[src/rtl/bloom_rx_win.sv]
// Sliding MAX_S-byte window over a byte stream arriving 1..IN_BYTES bytes per beat,
// with per-byte valid mask, fill level, packet-boundary clearing and ready/valid on both sides.
module bloom_rx_win #(
    parameter int unsigned  MAX_S        = 8,
    parameter int unsigned  IN_BYTES     = 1,
    parameter bit           CLEAR_ON_EOP = 1'b1,
    localparam int unsigned CW           = $clog2(IN_BYTES + 1),
    localparam int unsigned FW           = $clog2(MAX_S + 1)
) (
    input  logic                     clk_i,
    input  logic                     rst_i,
    input  logic [IN_BYTES-1:0][7:0] data_i,
    input  logic [CW-1:0]            data_cnt_i,
    input  logic                     data_eop_i,
    input  logic                     data_val_i,
    output logic                     data_rdy_o,
    output logic [MAX_S-1:0][7:0]    data_o,
    output logic [MAX_S-1:0]         data_val_o,
    output logic                     data_eop_o,
    output logic                     win_val_o,
    input  logic                     win_rdy_i,
    output logic [FW-1:0]            fill_o
);
    localparam int unsigned DW = MAX_S * 8;

    logic                     accept;
    logic                     clear;
    logic [CW-1:0]            n;
    logic [CW-1:0]            sh;
    logic [IN_BYTES-1:0][7:0] beat_rev;
    logic [MAX_S-1:0]         val_base;
    logic [FW-1:0]            fill_base;
    logic [FW:0]              fill_sum;
    logic [MAX_S-1:0][7:0]    data_nxt;
    logic [MAX_S-1:0]         val_nxt;
    logic [FW-1:0]            fill_nxt;

    assign data_rdy_o = !win_val_o || win_rdy_i;
    assign accept     = data_val_i && data_rdy_o;

    // data_eop_o doubles as the "previous accepted beat closed a packet" flag
    assign clear     = CLEAR_ON_EOP && data_eop_o;
    assign n         = (data_cnt_i > CW'(IN_BYTES)) ? CW'(IN_BYTES) : data_cnt_i;
    assign sh        = CW'(IN_BYTES) - n;
    assign val_base  = clear ? '0 : data_val_o;
    assign fill_base = clear ? '0 : fill_o;

    for (genvar j = 0; j < IN_BYTES; j++) begin : g_rev
        assign beat_rev[j] = data_i[IN_BYTES-1-j];
    end

    // Lane-reversed beat sits below the old window; shifting right by the unused
    // lane count drops lanes >= n and leaves data_i[n-1] at index 0.
    assign data_nxt = DW'({data_o, beat_rev} >> {sh, 3'b000});
    assign val_nxt  = MAX_S'({val_base, {IN_BYTES{1'b1}}} >> sh);

    assign fill_sum = (FW+1)'(fill_base) + (FW+1)'(n);
    assign fill_nxt = (fill_sum > (FW+1)'(MAX_S)) ? FW'(MAX_S) : fill_sum[FW-1:0];

    always_ff @(posedge clk_i or posedge rst_i) begin
        if (rst_i) begin
            data_o     <= '0;
            data_val_o <= '0;
            data_eop_o <= 1'b0;
            win_val_o  <= 1'b0;
            fill_o     <= '0;
        end else if (accept) begin
            data_o     <= data_nxt;
            data_val_o <= val_nxt;
            data_eop_o <= data_eop_i;
            win_val_o  <= 1'b1;
            fill_o     <= fill_nxt;
        end else if (win_rdy_i) begin
            win_val_o  <= 1'b0;
        end
    end

endmodule

[config.mk]
export PLATFORM = sky130hd
export DESIGN_NAME = bloom_rx_win
export DESIGN_NICKNAME = d
export VERILOG_FILES = /design/src/rtl/bloom_rx_win.sv
export SDC_FILE = /design/constraint.sdc
export NUM_CORES = 1
export LEC_CHECK = 0
export CORE_MARGIN = 2
export CORE_UTILIZATION = 38
export DETAILED_ROUTE_END_ITERATION = 8
export PLACE_DENSITY = 0.71
export SYNTH_ARGS = -nofsm -noshare
export SYNTH_HDL_FRONTEND = slang
export SYNTH_SLANG_ARGS = --single-unit
[constraint.sdc]
create_clock -name clk_i -period 5.9 [get_ports clk_i]
set_input_delay 1.18 -clock clk_i [delete_from_list [all_inputs] [get_ports clk_i]]
set_output_delay 1.18 -clock clk_i [all_outputs]
set_load 0.05 [all_outputs]
==> results.md <==
* Clk sinks at 78
* Hold-fix buffers at CTS at 0
* Largest family of logic cells by synthesized area: multiplexers
* Layout area overhead at 37.7%
* Post-DP HPWL at 4010 um
* I/O Buffers at 92
* Skew-Pair Late Insertion Delay at 0.33 ns
* Global route overflow at 0
* Area of placed instances at approximately 0.0042 mm^2
* Yosys top cell area share at 0.600
* Syn Area/Cell at between 15 and 20 um^2
* Initial DRC count at 36
* Worst path cell trace: clkdlybuf4s50_1 > nand2b_4 > clkdlybuf4s50_1
* Compound-Gate Fraction of Synth Area at 0.0419
* First-pass GRT wire length at 9640 um
* Antenna-violating nets left at 0
* CP max-delay cell: clkdlybuf4s50_1
* Pre-antenna DRT Iters at 4
* Synthesis Warnings at 0
* Final nets at 300
* Antenna diodes at 0
* R2R Setup Slk at 3.70 ns
* CTS tree: yes
* MaxCap Viol Count at 0
* Final Max Tran Viols at 0
* Die height at 96.6 um
* # rows at 33
* Least-Margin Pin Slew at roughly 1 ns
* Die Wd at roughly 97 um
* Largest net degree at the start of global routing at between 70 and 80
* Via count at around 1900
* Crit end category: output port
* Req. time, crit path at around 4.7 ns
* Setup TNS at 0 ns
* Most frequent cells in the layout: clkdlybuf4s50_1, dfrtp_1, mux2_4
* RR Startpoint: win_val_o
* #FFs+latches synth at approximately 80
* FF-to-FF End: data_o[60]
* Slew headroom at 0.350
* Reg2reg path depth at 4
* Most common cell after layout, fill and taps aside: clkdlybuf4s50_1
* Post-synth cell types at 25
* Setup Buffers After CTS at 0
* Average vias per placed instance at between 4 and 5
* HP Class: reg -> reg
* Minimum clock period at approximately 3.8 ns
* Skew final at between 0.01 and 0.015 ns
* CTS buffer count at 9
* Yosys top cell by area: dfrtp_1
* Total wire length at roughly 5900 um
* Hold EP: data_o[58]
* Final hold slack at between 0.5 and 0.6 ns
* Synth Area in Adders at 0.00769
* Highest Clock Rate at around 260 MHz
* Startpoint types: input port
* Worst EP arrival at ~2.7 ns
* Core box area at between 0.008 and 0.009 mm^2
* Sequential area share after synthesis at 0.600
* Area of the mapped netlist at about 0.0033 mm^2
* H-tree levels at 3
* Worst Path Max Fanout at 11
* IO Pins at 93
* Buffers & Inverters on Critical Path at 2
* Die area at 0.00932 mm^2
* Startpoint of the worst hold path: data_o[58]
* Largest cells by area after synthesis: dfrtp_1, mux2_4, mux2_2, buf_6, a22o_1
* Placed cell count at ~380
* Overall routing resource usage at 0.136
* Vias in the first global route at 1829
* PwrDens at between 600 and 700 mW/mm^2
* Final Setup Violations at 0
* Final worst-path cycle share at 0.650
* CP peak stage delay at ~0.82 ns
* GPL Wtd Cong at a little over 0.7
* CP top delay family: buffers and inverters
* Status: complete, no violations
* Initial Util at 0.394
* Routed len/inst at about 15 um
* CTS resizes at 0
* Net Count, Synth at a little over 200
* Leakage power at between 2 and 2.5 nW
* Drc violations at 0
* Clk pin slew, worst setup/hold paths at 0.07 ns
* Final hold vios at 0
* Worst hold path depth at 1
* Clk root buf: clkbuf_8
* Most common cell on crit path: clkdlybuf4s50_1
* Maximum vdd ir drop at 286 uV
* Cell count after synthesis at 190
* RSZ-0062 raised after global routing: false
* Post-Layout Inst Area at roughly 0.0045 mm^2
* Crit Path Class: in -> out
* Fin cells at a little under 400
* Synth Area in XOR/XNOR at 0.00269
* Clock buffer depth at 2
* Mux contribution to synthesized area at 0.285
* Initial antenna violation count at 0
* Simple-gate portion of the synthesized area at 0.0300
* Layout cell share with drive strength beyond 1 at 0.295
## flip-flops by register name (all words and copies together) (netlist names)
name / count
data_o: 64
win_val_o: 1
fill_o: 4
data_eop_o: 1
data_val_o: 8
## cells in the mapped netlist
| cell | count |
|---|---|
| a22o_1 | 6 |
| a31oi_1 | 1 |
| a32oi_1 | 1 |
| a41oi_1 | 1 |
| o2bb2ai_1 | 4 |
| and3_1 | 2 |
| ha_1 | 2 |
| nand2b_1 | 1 |
| nor2b_1 | 5 |
| dfrtp_1 | 78 |
| inv_1 | 2 |
| buf_6 | 7 |
| a211oi_2 | 1 |
| o211ai_1 | 1 |
| o21ai_0 | 1 |
| mux2_2 | 17 |
| nand2b_4 | 1 |
| and4b_1 | 1 |
| mux2_4 | 49 |
| nand2_1 | 1 |
| nand3_2 | 1 |
| xnor2_1 | 1 |
| buf_4 | 1 |
| nand3_1 | 2 |
| buf_2 | 3 |
## layout make-up
type                       count  area [um^2]
timing repair buffer          94          936
inverter                       2         8.76
fill                         715         3780
tap                          105          131
clock inverter                 4          120
multi-input combinational     99         1200
sequential                    78         1950
clock buffer                  11          131
## worst max-delay path by stage
stage	start	to	cells after the start
3_3_place_gp	win_rdy_i	data_rdy_o	3
3_5_place_dp	win_rdy_i	data_rdy_o	3
5_1_grt	win_rdy_i	data_rdy_o	3
2_1_floorplan	rst_i	data_eop_o	1
4_1_cts	win_rdy_i	data_rdy_o	3
6_report	win_rdy_i	data_rdy_o	3
## cells by family after synthesis
group / after synthesis
flip-flops: 78
multiplexers: 66
AO/OA/AOI/OAI: 16
AND/OR/NAND/NOR: 14
buffers and inverters: 13
adder cells (fa/ha/maj): 2
XOR/XNOR: 1
## layer usage
metal  GRT usage  vias up  wire [um]
met5           0        -          0
met4      0.0528        0         95
met3      0.0388       10        333
met2       0.194       57       2670
met1       0.195      936       2800
li1            -      871          -
## stage by stage
stage / utilization / total power, mW / worst slack, ns
5_1_grt: 0.543 / 2.99 / 2.03
3_5_place_dp: 0.512 / 2.38 / 2.07
6_report: 0.543 / 2.86 / 2.06
4_1_cts: 0.543 / 2.89 / 2.05
3_3_place_gp: 0.512 / 2.36 / 2.07
2_1_floorplan: - / 1.89 / 2.72
## where the power goes
group | total [mW] | internal (mW) | switching (mW)
registers | 0.898 | 0.736 | 0.163
logic | 1.46 | 0.574 | 0.884
clock network | 0.500 | 0.322 | 0.178
total | 2.86 | 1.63 | 1.22
Note: power is estimated with default switching activity, not from simulation.
